--- config.mk ---
export PLATFORM = sky130hd
export DESIGN_NAME = dll_rst_seq
export DESIGN_NICKNAME = d
export VERILOG_FILES = /design/src/rtl/dll_seq_pkg.sv /design/src/rtl/dll_lock_sync.sv /design/src/rtl/dll_rst_seq.sv
export SDC_FILE = /design/constraint.sdc
export NUM_CORES = 1
export LEC_CHECK = 0
export CELL_PAD_IN_SITES_DETAIL_PLACEMENT = 2
export CELL_PAD_IN_SITES_GLOBAL_PLACEMENT = 2
export CORE_UTILIZATION = 35
export DETAILED_ROUTE_END_ITERATION = 8
export GPL_TIMING_DRIVEN = 0
export PLACE_DENSITY = 0.78
export SLEW_MARGIN = 5
export SYNTH_ARGS = -nofsm -noshare
export SYNTH_HDL_FRONTEND = slang
export SYNTH_SLANG_ARGS = --single-unit
--- constraint.sdc ---
create_clock -name CLKIN -period 2.4 [get_ports CLKIN]
set_input_delay 0.48 -clock CLKIN [delete_from_list [all_inputs] [get_ports CLKIN]]
set_output_delay 0.48 -clock CLKIN [all_outputs]
set_load 0.01 [all_outputs]
--- src/rtl/dll_seq_pkg.sv ---
// Shared encodings, widths and small helpers for the DLL reset/lock sequencer.
package dll_seq_pkg;

    localparam int STATE_W = 3;
    localparam int RETRY_W = 4;
    localparam int FLT_LEN = 16;
    localparam int FLT_W   = 4;

    typedef enum logic [STATE_W-1:0] {
        HOLD = 3'd0,
        RSTD = 3'd1,
        WAIT = 3'd2,
        LOCK = 3'd3,
        FAIL = 3'd4
    } seq_state_e;

    // Saturating retry increment: never passes the configured limit.
    function automatic logic [RETRY_W-1:0] retry_inc(
        input logic [RETRY_W-1:0] cnt,
        input logic [RETRY_W-1:0] lim
    );
        logic [RETRY_W-1:0] res;
        if (cnt >= lim) begin
            res = cnt;
        end else begin
            res = cnt + 4'd1;
        end
        return res;
    endfunction

endpackage

--- src/rtl/dll_lock_sync.sv ---
// Two-flop synchroniser bringing the raw DLL LOCKED outputs into the CLKIN domain.
module dll_lock_sync #(
    parameter int W = 2
) (
    input  logic         clk,
    input  logic         rst,
    input  logic [W-1:0] d,
    output logic [W-1:0] q
);

    logic [W-1:0] meta_r;
    logic [W-1:0] sync_r;

    // Two-stage capture of the asynchronous lock inputs.
    always_ff @(posedge clk or posedge rst) begin
        if (rst) begin
            meta_r <= {W{1'b0}};
            sync_r <= {W{1'b0}};
        end else begin
            meta_r <= d;
            sync_r <= meta_r;
        end
    end

    assign q = sync_r;

endmodule

--- src/rtl/dll_rst_seq.sv ---
// DLL reset/lock sequencer: timed RST pulse, lock wait with timeout, bounded retries.
// Optional lock debounce enabled by defining DLL_LOCK_FILTER_EN.
module dll_rst_seq
    import dll_seq_pkg::*;
#(
    parameter int NCH       = 2,
    parameter int RST_CYC   = 8,
    parameter int LOCK_TO   = 4096,
    parameter int MAX_RETRY = 3,
    parameter int CNT_W     = 13
) (
    input  logic               CLKIN,
    input  logic               rst,
    input  logic [NCH-1:0]     ch_en,
    input  logic               restart,
    input  logic [NCH-1:0]     locked_in,
    output logic [NCH-1:0]     dll_rst,
    output logic               all_locked,
    output logic               fail,
    output logic               lost_lock,
    output logic [RETRY_W-1:0] retry_cnt,
    output logic [STATE_W-1:0] state
);

    localparam logic [CNT_W-1:0]   CNT_ZERO  = {CNT_W{1'b0}};
    localparam logic [CNT_W-1:0]   CNT_ONE   = CNT_W'(1);
    localparam logic [CNT_W-1:0]   RST_LAST  = CNT_W'(RST_CYC - 1);
    localparam logic [CNT_W-1:0]   TO_LAST   = CNT_W'(LOCK_TO - 1);
    localparam logic [RETRY_W-1:0] RETRY_MAX = RETRY_W'(MAX_RETRY);
    localparam logic [NCH-1:0]     ALL_ONES  = {NCH{1'b1}};
    localparam logic [NCH-1:0]     ALL_ZERO  = {NCH{1'b0}};

    logic [NCH-1:0]     lock_s;
    logic               all_ok_s;
    logic               grant_s;
    logic               loss_s;

    seq_state_e         state_r;
    seq_state_e         nxt_state_s;
    logic [CNT_W-1:0]   cnt_r;
    logic [CNT_W-1:0]   nxt_cnt_s;
    logic [RETRY_W-1:0] retry_r;
    logic [RETRY_W-1:0] nxt_retry_s;
    logic               lost_r;
    logic               nxt_lost_s;
    logic [NCH-1:0]     ch_en_r;
    logic [NCH-1:0]     dll_rst_r;
    logic               all_locked_r;
    logic               fail_r;

    dll_lock_sync #(
        .W (NCH)
    ) u_sync (
        .clk (CLKIN),
        .rst (rst),
        .d   (locked_in),
        .q   (lock_s)
    );

    assign all_ok_s = ((lock_s & ch_en) == ch_en);

`ifdef DLL_LOCK_FILTER_EN
    localparam logic [FLT_W-1:0] FLT_ZERO = {FLT_W{1'b0}};
    localparam logic [FLT_W-1:0] FLT_LAST = FLT_W'(FLT_LEN - 1);

    logic [FLT_W-1:0] flt_r;
    logic [FLT_W-1:0] nxt_flt_s;
    logic             drop_r;
    logic             nxt_drop_s;

    // Lock must hold for the full filter length; a loss must persist two cycles.
    assign grant_s = all_ok_s && (flt_r == FLT_LAST);
    assign loss_s  = !all_ok_s && drop_r;

    // Filter bookkeeping: count consecutive good cycles in WAIT, remember drops in LOCK.
    always_comb begin
        nxt_flt_s  = FLT_ZERO;
        nxt_drop_s = 1'b0;
        if (state_r == WAIT && all_ok_s && !grant_s) begin
            nxt_flt_s = flt_r + 4'd1;
        end else begin
            nxt_flt_s = FLT_ZERO;
        end
        if (state_r == LOCK) begin
            nxt_drop_s = !all_ok_s;
        end else begin
            nxt_drop_s = 1'b0;
        end
    end

    // Filter registers.
    always_ff @(posedge CLKIN or posedge rst) begin
        if (rst) begin
            flt_r  <= FLT_ZERO;
            drop_r <= 1'b0;
        end else begin
            flt_r  <= nxt_flt_s;
            drop_r <= nxt_drop_s;
        end
    end
`else
    assign grant_s = all_ok_s;
    assign loss_s  = !all_ok_s;
`endif

    // Next-state decision: mask-clear, restart and mask-change override the per-state rules.
    always_comb begin
        nxt_state_s = state_r;
        nxt_cnt_s   = cnt_r;
        nxt_retry_s = retry_r;
        nxt_lost_s  = lost_r;
        if (ch_en == ALL_ZERO) begin
            nxt_state_s = HOLD;
            nxt_cnt_s   = CNT_ZERO;
        end else if (restart) begin
            nxt_state_s = RSTD;
            nxt_cnt_s   = CNT_ZERO;
            nxt_retry_s = {RETRY_W{1'b0}};
            nxt_lost_s  = 1'b0;
        end else if (ch_en != ch_en_r) begin
            nxt_state_s = RSTD;
            nxt_cnt_s   = CNT_ZERO;
            nxt_retry_s = {RETRY_W{1'b0}};
        end else begin
            case (state_r)
                HOLD: begin
                    nxt_state_s = RSTD;
                    nxt_cnt_s   = CNT_ZERO;
                end
                RSTD: begin
                    if (cnt_r == RST_LAST) begin
                        nxt_state_s = WAIT;
                        nxt_cnt_s   = CNT_ZERO;
                    end else begin
                        nxt_cnt_s   = cnt_r + CNT_ONE;
                    end
                end
                WAIT: begin
                    // Lock is tested first so it wins over a coincident timeout.
                    if (grant_s) begin
                        nxt_state_s = LOCK;
                        nxt_cnt_s   = CNT_ZERO;
                    end else if (cnt_r == TO_LAST) begin
                        nxt_cnt_s = CNT_ZERO;
                        if (retry_r == RETRY_MAX) begin
                            nxt_state_s = FAIL;
                        end else begin
                            nxt_state_s = RSTD;
                            nxt_retry_s = retry_inc(retry_r, RETRY_MAX);
                        end
                    end else begin
                        nxt_cnt_s = cnt_r + CNT_ONE;
                    end
                end
                LOCK: begin
                    nxt_cnt_s = CNT_ZERO;
                    if (loss_s) begin
                        nxt_state_s = RSTD;
                        nxt_lost_s  = 1'b1;
                        nxt_retry_s = {RETRY_W{1'b0}};
                    end else begin
                        nxt_state_s = LOCK;
                    end
                end
                FAIL: begin
                    nxt_cnt_s = CNT_ZERO;
                end
                default: begin
                    nxt_state_s = HOLD;
                    nxt_cnt_s   = CNT_ZERO;
                end
            endcase
        end
    end

    // Sequencer state and outputs, registered from the decided next state.
    always_ff @(posedge CLKIN or posedge rst) begin
        if (rst) begin
            state_r      <= RSTD;
            cnt_r        <= CNT_ZERO;
            retry_r      <= {RETRY_W{1'b0}};
            lost_r       <= 1'b0;
            ch_en_r      <= ALL_ZERO;
            dll_rst_r    <= ALL_ONES;
            all_locked_r <= 1'b0;
            fail_r       <= 1'b0;
        end else begin
            state_r      <= nxt_state_s;
            cnt_r        <= nxt_cnt_s;
            retry_r      <= nxt_retry_s;
            lost_r       <= nxt_lost_s;
            ch_en_r      <= ch_en;
            dll_rst_r    <= (nxt_state_s == WAIT || nxt_state_s == LOCK) ? ~ch_en : ALL_ONES;
            all_locked_r <= (nxt_state_s == LOCK);
            fail_r       <= (nxt_state_s == FAIL);
        end
    end

    assign dll_rst    = dll_rst_r;
    assign all_locked = all_locked_r;
    assign fail       = fail_r;
    assign lost_lock  = lost_r;
    assign retry_cnt  = retry_r;
    assign state      = state_r;

endmodule

# == Word level (Yosys, flattened, before mapping) ==
# Index checks and enable logic that the tools add are counted.
# op_classes
mux,29
shift,0
div_mod_pow,0
mul,0
n_addsub,2
magnitude_cmp,1
eq_ne,19
n_bitwise,3
n_reduce_logical,7
# ops
cell,n
13-bit two-way mux,6
4-bit two-way mux,7
13-bit one-hot mux with 2 select lines,1
3-bit two-way mux,7
"4-bit inequality test, second input constant",5
3-bit one-hot mux with 5 select lines,1
"13-bit by 1-bit adder with 13-bit output, second input constant",1
"13-bit by 12-bit equality test with 1-bit output, second input constant",1
"13-bit by 3-bit equality test with 1-bit output, second input constant",1
"3-bit by 2-bit equality test with 1-bit output, second input constant",4
4-bit one-hot mux with 2 select lines,1
7-bit AND reduction,1
"3-bit equality test, second input constant",2
"4-bit by 1-bit adder with 4-bit output, second input constant",1
"4-bit by 2-bit equality test with 1-bit output, second input constant",1
"4-bit by 2-bit greater-or-equal comparator with 1-bit output, second input constant",1
1-bit two-way mux,4
2-bit two-way mux,2
"2-bit inequality test, second input constant",2
4-bit AND reduction,1
4-bit nonzero test,1
"3-bit by 1-bit equality test with 1-bit output, second input constant",1
3-bit zero test,1
2-bit AND,1
7 further kinds,7
# word_totals
ramBits,0
in_bits,7
ff_bits,31
latchBits,0
rom_bits,0
mem_count,0

# == Longest topological paths before layout ==
# Gate-level depths: netlist of run 1.
# depth
depth_word,11
ltp_mapped,6
depth_no_buf,5

# == By module ==
# From an unflattened synthesis of run 1, not the netlist that was laid out.
# unflattened
cells_unflattened,140
area_unflattened_um2,1466.4
# by_module_without_submodules
mod,instances,cells_each,seq_area_each_um2,area_each_um2
dll_rst_seq,1,135,679.4,1362.6
dll_lock_sync,1,5,100.1,103.8

# == Least setup slack after synthesis of run 1 ==
# Ideal clock, no wire load.
# synth_path
path_kind,register -> register
start,register cnt_r[0]
end,"register fail_r, in the netlist fail"
synth_period_minus_slack_ps,2119
stages_incl_launch_ff,6
arrival_ps,2025
path_buffers,0
path_slack_ps,281
cell_sequence,dfrtp_1 > ha_1 > nand3_4 > or4_4 > or4b_4 > a211oi_1
# synth_between
elab_chain_len,8
word_cells_on_any_way,10
cone_classes,eq/ne (3); mux (7)
# synth_lines
element,line,text
start: declaration,dll_rst_seq.sv:40,logic [CNT_W-1:0] cnt_r;
start signal: assignment,dll_rst_seq.sv:189,cnt_r <= nxt_cnt_s;
13-bit by 12-bit equality test with 1-bit output,dll_rst_seq.sv:143,end else if (cnt_r == TO_LAST) begin
3-bit two-way mux,dll_rst_seq.sv:143,
3-bit two-way mux,dll_rst_seq.sv:140,if (grant_s) begin
3-bit one-hot mux with 5 select lines (*),dll_rst_seq.sv:125,case (state_r)
3-bit two-way mux (*),dll_rst_seq.sv:120,end else if (ch_en != ch_en_r) begin
3-bit two-way mux (*),dll_rst_seq.sv:115,end else if (restart) begin
3-bit two-way mux (*),dll_rst_seq.sv:112,if (ch_en == ALL_ZERO) begin
3-bit equality test (*),dll_rst_seq.sv:195,fail_r <= (nxt_state_s == FAIL);
end signal: assignment,dll_rst_seq.sv:195,
end: declaration,dll_rst_seq.sv:49,logic fail_r;
# Mark *: on every way between the ends. The rest lies on a longest branch, timed or not.
# A chain may end at the register's enable or synchronous reset.

# == Worst setup path in the final report of run 1 ==
# layout_path
start,register cnt_r[0]
end,"register state_r[2], in the netlist state[2]"
# layout_between
elab_chain_len,7
word_cells_on_any_way,9
cone_classes,eq/ne (2); mux (7)
# layout_lines
element,line,text
13-bit by 12-bit equality test with 1-bit output,dll_rst_seq.sv:143,
3-bit two-way mux,dll_rst_seq.sv:143,
3-bit two-way mux,dll_rst_seq.sv:140,
3-bit one-hot mux with 5 select lines (*),dll_rst_seq.sv:125,
3-bit two-way mux (*),dll_rst_seq.sv:120,
3-bit two-way mux (*),dll_rst_seq.sv:115,
3-bit two-way mux (*),dll_rst_seq.sv:112,
via nxt_state_s[2],dll_rst_seq.sv:39,seq_state_e nxt_state_s;
end signal: assignment,dll_rst_seq.sv:188,state_r <= nxt_state_s;
end: declaration,dll_rst_seq.sv:38,seq_state_e state_r;
# Mark *: on every way through the listed nets, which the timed path passes. The rest lies on a longest branch.

==> flow_metrics.py, run 1 <==
metrics = {
    "worst_setup_path": {
        "startpoint_type": "flip-flop",
        "r2r-end": "state[2]",
        "r2r_slack_ps": 90,
        "end_kind": "flip-flop",
        "worstReg2RegStart": "cnt_r[0]",
        "crit_type": "reg2reg",
        "r2r_cells": 5,
        "crit_fanout": 9,
        "slowest_delay_ps": 590,
        "slowest_stage": "or4_4",
        "crit_required_ps": 2590,
        "cp_cell_sequence": "ha_2, nand3_4, or4_4, or4b_4, a211oi_2",
        "crit_arrival_ps": 2500,
    },
    "routing": {
        "num_vias": 1248,
        "ant_nets": 0,
        "drt-initial-drc-count": 43,
        "finalWirelength_um": 4090,
        "wl_per_cell_um": 18.3,
        "drtPass1Iterations": 4,
        "drcViolationCount": 0,
        "avgViaCountPerCell": 5.57,
    },
    "synthesis": {
        "syn_area_um2": 1550,
        "muxShareOfSynthArea_pct": 0,
        "synth_xor_area_share_pct": 6.80,
        "yosysTopAreaCell": "dfrtp_1",
        "synth_edf_count": 0,
        "seq_area_frac_synth_pct": 50.4,
        "synth_fa_ha_area_share_pct": 1.62,
        "async_reset_ff_share_pct": 100,
        "synth_cell_type_count": 43,
        "ys.flop_type": "dfrtp_1",
        "synthSimpleGateAreaFrac_pct": 25.3,
        "syn_avg_cell_area_um2": 10.4,
        "yosysTopAreaCellShare_pct": 45.3,
        "synthCells": 148,
        "synthesis.nets": 157,
        "synth_top_family_by_area": "simple AND/OR/NAND/NOR gates",
        "synthTopCellsByArea": "dfrtp_1 (45%), xnor2_1 (6.2%), nor3_1 (5.2%), dfstp_2 (5.1%), nor2_1 (2.7%)",
        "ys_warn_count": 0,
        "synth_seq_cells": 31,
        "synth-compound-area-share_pct": 13.3,
    },
    "clock_tree": {
        "clock_latency_ps": 280,
        "cts_sinks": 31,
        "post_cts_buffers": 0,
        "clkTransAtPathRegs_ps": 70,
        "cts-htree-levels": 2,
        "cts_max_path_buffers": 2,
        "cts_tree": "built",
        "cts_made_buffers": 5,
        "cts_root_buf": "clkbuf_8",
    },
    "cells_and_area": {
        "multiInputGateArea_um2": 751,
        "finalCoreUtilization_pct": 46.0,
        "nets": 182,
        "final_cell_mix": "dfrtp_1 (28), clkdlybuf4s50_1 (18), nor3_1 (16)",
        "final_cells": 224,
        "final_common_cell": "dfrtp_1",
        "area_growth_pct": 22.6,
        "n_antenna_cell": 0,
        "final.fill_count": 444,
        "seq_area_um2": 779,
        "layout-drive-gt1-share_pct": 12.6,
    },
    "grt": {
        "grt_use_met3_pct": 6.17,
        "busiest_layer": "met2",
        "grt_pass1_vias": 1382,
        "grt_max_degree": 32,
        "grt.met2_usage_pct": 35.2,
        "antenna_found_initial": 0,
        "grt_pass1_wl_um": 6870,
        "gr-total-overflow": 0,
        "grt_usage_pct": 20.5,
        "grt.met1_usage_pct": 24.4,
    },
    "timing": {
        "setup_violations": 0,
        "period_needed_ps": 2310,
        "max_freq_ghz": 0.432,
        "final_max_slew_viol_count": 0,
        "fin_crit_sh_pct": 96.3,
        "hold_viol": 0,
        "slew_headroom_pct": 24.9,
        "tns_ps": 0,
        "worstMarginPinSlew_ps": 1120,
        "rsz0062_at_grt": "true",
        "hold_ws_ps": 349,
        "skew_ps": 8.63,
    },
    "place": {
        "detailed_place_hpwl_um": 3100,
        "place_inst": 216,
        "gp_congestion": 0.761,
        "io_buffers": 18,
    },
    "floorplan": {
        "die_h_um": 68.4,
        "num_io_pins": 19,
        "num_rows": 23,
        "dieWidth_um": 68.4,
        "initial_utilization_pct": 37.5,
        "dieArea_um2": 4680,
        "core_area_um2": 4120,
    },
    "min_path": {
        "hp-class": "reg2reg",
        "worstHoldStart": "u_sync.meta_r[0]",
        "hold_depth": 0,
        "hold_path_end": "u_sync.q[0]",
    },
    "power_and_ir_drop": {
        "max-vdd-ir-drop_v": 0.000250,
        "p_leak_nw": 0.726,
        "fin_total_pwr_w": 0.00100,
        "power_density_nw_per_um2": 531,
    },
    "run": {
        "maxCapViolCount": 0,
    },
    "run_status": {
        "outcome": "finished, final reports clean",
    },
}
[power by group]
group / internal [W] / leakage, nW / switching (W)
Clock: 0.000206 / 0.0395 / 0.000190
Sequential: 0.000531 / 0.409 / 0.00000794
Combinational: 0.0000273 / 0.278 / 0.0000434
Total: 0.000764 / 0.726 / 0.000241
[metrics by stage]
stage / setup WS [ps] / cell area (µm²)
3_5_place_dp: -436 / 1790
2_1_floorplan: 281 / 1550
4_1_cts: 35.0 / 1890
5_1_grt: -7.21 / 1890
3_3_place_gp: -322 / 1790
6_report: 87.8 / 1890
[cell type report]
type	count	area share (%)
Sequential cell	31	41.1
Multi-Input combinational cell	107	39.6
Timing Repair Buffer	18	9.51
Clock buffer	8	4.23
Tap cell	50	3.30
Inverter	6	1.19
Buffer	4	0.991
[timing repair]
| item | 4_1_cts | 5_1_grt |
|---|---|---|
| hold buffers | 0 | 0 |
| resized for setup | 4 | 4 |
| endpoints found under the setup margin | 12 | 12 |
[critical path, delay by kind of cell, from the launching register on]
family	cells	cell delay (ps)
compound gates	1	260
fa+ha+maj	1	250
flops	1	400
simple gates	3	1320
[routing by layer]
layer  vias to the layer above  wire (µm)
li1                        592          -
met1                       628       1930
met2                        24       1980
met3                         4        147
met4                         0         33
met5                         -          0
[worst max-delay path by stage]
stage	cells after the start	slack, ps	startpoint	end
after floorplan	5	280	cnt_r[0]	fail
after global placement	6	-320	ch_en[1]	all_locked
after detailed placement	6	-440	ch_en[0]	cnt_r[10]
after CTS	5	30	cnt_r[0]	state[2]
after global routing	6	-7	ch_en[1]	cnt_r[10]
final	5	90	cnt_r[0]	state[2]
[kinds of logic (layout without fill, tap and decap cells)]
logic type,count (synthesis),after routing
and+or+nand+nor,66,66
adders and majority gates,2,2
buffers and inverters,10,36
DFF,31,31
AOI/OAI and AO/OA,27,27
xor gates and xnor gates,12,12
[flip-flops by register name, indices dropped and copies added, names as in the netlist]
name,cells
retry_cnt,4
fail,1
u_sync.q,2
dll_rst,2
all_locked,1
lost_lock,1
cnt_r,13
state,3
ch_en_r,2
u_sync.meta_r,2
[synth_stat cells, types with 3 or more instances]
| cell | n |
|---|---|
| nand2b_1 | 4 |
| inv_1 | 6 |
| nor2_1 | 11 |
| clkbuf_1 | 3 |
| dfstp_2 | 3 |
| nand4_1 | 4 |
| nor2b_1 | 4 |
| nand3_1 | 5 |
| xnor2_1 | 11 |
| nand2_1 | 5 |
| nor4_1 | 4 |
| o211ai_1 | 3 |
| a21oi_1 | 3 |
| dfrtp_1 | 28 |
| o21ai_0 | 3 |
| nor3_1 | 16 |
(Power assumes the default switching activity.)
==> inputs of run 2 (changes only) <==
Settings changed: CORE_ASPECT_RATIO set to 1.1, HOLD_SLACK_MARGIN set to 0.08, MAX_ROUTING_LAYER set to met4.
==> flow_metrics.py, run 2 (synthesized netlist as in run 1, its figures left out) <==
metrics = {
    "run_status": {
        "outcome": "finished, final reports clean",
    },
    "timing": {
        "fin_crit_sh_pct": 94.2,
        "hold_viol": 0,
        "max_freq_ghz": 0.442,
        "period_needed_ps": 2260,
        "skew_ps": 5.90,
        "slew_headroom_pct": 25.4,
        "final_max_slew_viol_count": 0,
        "rsz0062_at_grt": "false",
        "setup_violations": 0,
        "worstMarginPinSlew_ps": 1110,
        "tns_ps": 0,
    },
    "routing": {
        "wl_met1_um": 1930,
        "drtPass1Iterations": 4,
        "highest_layer": "met4",
        "drcViolationCount": 0,
        "finalWirelength_um": 4320,
        "ant_nets": 0,
        "avgViaCountPerCell": 5.70,
        "dr_wl_met2_um": 2220,
        "wl_met3_um": 107,
        "wl_per_cell_um": 19.1,
        "num_vias": 1288,
        "drt-initial-drc-count": 43,
    },
    "cells_and_area": {
        "final_common_cell": "dfrtp_1",
        "n_antenna_cell": 0,
        "finalCoreUtilization_pct": 47.9,
        "final_cell_mix": "dfrtp_1 (28), clkdlybuf4s50_1 (18), nor3_1 (16)",
        "regMostFlops": "cnt_r",
        "layout-drive-gt1-share_pct": 15.5,
        "largest_reg_flops": 13,
        "area_growth_pct": 26.7,
        "nets": 182,
    },
    "worst_setup_path": {
        "path_buf_inv": 0,
        "crit_fanout": 9,
        "slowest_delay_ps": 580,
        "cp_cell_sequence": "ha_4, nand3_4, or4_4, or4b_4, a211oi_1",
        "slowest_stage": "or4_4",
        "r2r_slack_ps": 140,
        "crit_family": "simple AND/OR/NAND/NOR gates",
        "crit_type": "reg2reg",
        "startpoint_type": "flip-flop",
        "crit_required_ps": 2600,
        "crit_arrival_ps": 2460,
        "end_kind": "flip-flop",
    },
    "place": {
        "io_buffers": 18,
        "detailed_place_hpwl_um": 2950,
        "gp_congestion": 0.794,
    },
    "clock_tree": {
        "cts_tree": "built",
        "post_cts_buffers": 0,
        "cts_max_path_buffers": 2,
        "hold_buffers": 0,
        "clock_latency_ps": 290,
        "clkTransAtPathRegs_ps": 70,
        "cts_made_buffers": 5,
        "cts-resized-gates": 4,
        "cts_sinks": 31,
        "cts_root_buf": "clkbuf_8",
        "cts-htree-levels": 2,
    },
    "power_and_ir_drop": {
        "p_leak_nw": 0.760,
        "power_density_nw_per_um2": 588,
        "max-vdd-ir-drop_v": 0.000470,
    },
    "floorplan": {
        "initial_utilization_pct": 37.8,
        "num_rows": 24,
        "num_io_pins": 19,
        "dieArea_um2": 4680,
        "core_area_um2": 4080,
        "dieWidth_um": 65.4,
        "die_h_um": 71.7,
    },
    "grt": {
        "grt_usage_pct": 22.1,
        "gr-total-overflow": 0,
        "grt_pass1_wl_um": 7490,
        "grt_max_degree": 32,
        "grt_pass1_vias": 1513,
        "antenna_found_initial": 0,
    },
    "min_path": {
        "hp-class": "reg2reg",
    },
    "run": {
        "maxCapViolCount": 0,
    },
}
[run 2: stage by stage]
stage	hold WS, ps	std cells	setup WS, ps	power [W]	instance area (µm²)
4_1_cts	366	226	10.5	0.00116	1930
6_report	359	226	138	0.00115	1960
3_3_place_gp	334	218	-345	0.000613	1790
2_1_floorplan	331	148	281	0.000588	1550
5_1_grt	371	226	21.6	0.00119	1960
3_5_place_dp	344	218	-472	0.000618	1790
[run 2: cell type report]
class,instances,area (µm²)
fill,436,2130
sequential,31,779
buffer,4,20.0
timing repair buffer,18,180
clock buffer,6,82.6
tap,52,65.1
clock inverter,2,35.0
multi-input combinational,107,773
inverter,6,22.5
[run 2: per-layer routing]
layer,global-route usage [%],vias to the layer above
met5,-,-
met4,8.45,0
met3,4.94,7
met2,36.7,22
met1,25.9,661
li1,-,598
[run 2: path summary, 6_finish.rpt]
| path | startpoint | to | cells after the start |
|---|---|---|---|
| worst max register to register | cnt_r[0] | fail | 5 |
| worst max-delay path | cnt_r[0] | fail | 5 |
| max in group asynchronous | rst | retry_cnt[1] | 2 |
| worst min-delay path | u_sync.meta_r[0] | u_sync.q[0] | 0 |
| min in group asynchronous | rst | u_sync.meta_r[0] | 2 |
| worst min register to register | u_sync.meta_r[0] | u_sync.q[0] | 0 |
[run 2: where the power goes]
| group | switching, W | internal (W) | total (W) | leakage (nW) |
|---|---|---|---|---|
| Combinational | 0.0000448 | 0.0000294 | 0.0000743 | 0.290 |
| Clock | 0.000201 | 0.000336 | 0.000537 | 0.0612 |
| Sequential | 0.00000932 | 0.000531 | 0.000540 | 0.409 |
==> inputs of run 3 (changes only) <==
Settings changed: CORE_MARGIN set to 3.
==> flow_metrics.py, run 3 (synthesized netlist as in run 1, its figures left out) <==
metrics = {
    "run_status": {
        "outcome": "finished, final reports clean",
    },
    "grt": {
        "grt_max_degree": 32,
        "grt_usage_pct": 18.4,
        "grt_pass1_wl_um": 7130,
        "grt_pass1_vias": 1357,
        "gr-total-overflow": 0,
        "antenna_found_initial": 0,
    },
    "timing": {
        "worstMarginPinSlew_ps": 1120,
        "slew_headroom_pct": 24.9,
        "rsz0062_at_grt": "true",
        "period_needed_ps": 2310,
        "fin_crit_sh_pct": 96.3,
        "max_freq_ghz": 0.433,
        "skew_ps": 6.64,
        "final_max_slew_viol_count": 0,
        "hold_viol": 0,
        "hold_ws_ps": 351,
        "setup_violations": 0,
        "worst_slack_ps": 88.9,
    },
    "place": {
        "io_buffers": 18,
        "detailed_place_hpwl_um": 3120,
        "place_ws_ps": -465,
        "gp_congestion": 0.850,
        "place_inst": 218,
    },
    "cells_and_area": {
        "n_antenna_cell": 0,
        "largest_reg_flops": 13,
        "regMostFlops": "cnt_r",
        "final_common_cell": "dfrtp_1",
        "final.fill_count": 442,
        "final_cells": 226,
        "final_cell_mix": "dfrtp_1 (28), clkdlybuf4s50_1 (18), nor3_1 (16)",
        "layout-drive-gt1-share_pct": 13.2,
        "area_growth_pct": 23.7,
        "nets": 182,
    },
    "clock_tree": {
        "cts_tree": "built",
        "cts_sinks": 31,
        "hold_buffers": 0,
        "cts-htree-levels": 2,
        "clkTransAtPathRegs_ps": 70,
        "post_cts_buffers": 0,
        "cts_max_path_buffers": 2,
        "clock_latency_ps": 290,
        "cts_root_buf": "clkbuf_8",
        "cts_made_buffers": 5,
    },
    "worst_setup_path": {
        "crit_required_ps": 2580,
        "r2r_slack_ps": 90,
        "startpoint_type": "flip-flop",
        "crit_arrival_ps": 2500,
        "end_kind": "flip-flop",
        "crit_type": "reg2reg",
        "crit_fanout": 9,
    },
    "routing": {
        "drt-initial-drc-count": 88,
        "drtPass1Iterations": 4,
        "wl_per_cell_um": 19.2,
        "drcViolationCount": 0,
        "num_vias": 1264,
        "ant_nets": 0,
        "finalWirelength_um": 4330,
        "avgViaCountPerCell": 5.59,
    },
    "floorplan": {
        "die_h_um": 75.7,
        "num_rows": 24,
        "dieArea_um2": 5250,
        "dieWidth_um": 69.4,
        "initial_utilization_pct": 37.6,
        "core_area_um2": 4110,
        "num_io_pins": 19,
    },
    "power_and_ir_drop": {
        "power_density_nw_per_um2": 529,
        "max-vdd-ir-drop_v": 0.000333,
        "p_leak_nw": 0.729,
    },
    "min_path": {
        "hp-class": "reg2reg",
    },
    "run": {
        "maxCapViolCount": 0,
    },
}
[run 3: cell count changes in the layout (fill, tap and decap cells not counted), sizes merged]
| cell | change |
|---|---|
| clkbuf | +1 |
| bufinv | -1 |
[run 3: cell type report]
type                    instances  area (µm²)  area share [%]
well taps                      52        65.1            3.40
flip-flops and latches         31         779            40.8
repair buffers                 18         180            9.42
plain buffers                   4        18.8           0.982
inverters                       6        22.5            1.18
multi-input cells             107         764            40.0
clock inverters                 1        5.00           0.262
clock buffers                   7        76.3            3.99
[run 3: final timing paths]
kind | startpoint | endpoint | cells after the start
worst min register to register | u_sync.meta_r[0] | u_sync.q[0] | 0
worst max-delay path | cnt_r[0] | state[2] | 5
max in group asynchronous | rst | retry_cnt[0] | 2
worst min-delay path | u_sync.meta_r[0] | u_sync.q[0] | 0
min in group asynchronous | rst | cnt_r[2] | 2
worst max register to register | cnt_r[0] | state[2] | 5
[run 3: metrics by stage]
stage / power [W] / instance area, µm² / util, % / TNS [ps]
CTS: 0.00102 / 1880 / 45.8 / 0
global placement: 0.000613 / 1790 / 43.5 / -4830
floorplan: 0.000588 / 1550 / - / 0
detailed placement: 0.000618 / 1790 / 43.5 / -6790
global route: 0.00105 / 1910 / 46.5 / -428
finish: 0.00101 / 1910 / 46.5 / 0
[run 3: repair_timing]
item / 4_1_cts / 5_1_grt
endpoints found under the setup margin: 14 / 18
endpoints found under the hold margin: 0 / 0
pin swaps: 0 / 0
resized for setup: 3 / 6
[run 3: worst max-delay path: stages, from the launching register on]
cell	delay (ps)
dfrtp_1	410
ha_2	250
nand3_4	150
or4_4	580
or4b_4	550
a211oi_1	270
[run 3: routing by layer]
| metal | global-route usage, % | up-vias | share of wire [%] |
|---|---|---|---|
| met5 | - | - | 0 |
| met4 | 8.46 | 0 | 1.7 |
| met3 | 3.69 | 7 | 3.9 |
| met2 | 29.7 | 24 | 50 |
| met1 | 22.5 | 640 | 44 |
| li1 | - | 593 | - |
[run 3: power breakdown]
group | switching, W | total (W) | leakage [nW] | internal [W]
clock network | 0.000196 | 0.000399 | 0.0422 | 0.000203
registers | 0.00000813 | 0.000539 | 0.409 | 0.000531
logic | 0.0000445 | 0.0000723 | 0.278 | 0.0000278
total | 0.000249 | 0.00101 | 0.729 | 0.000762
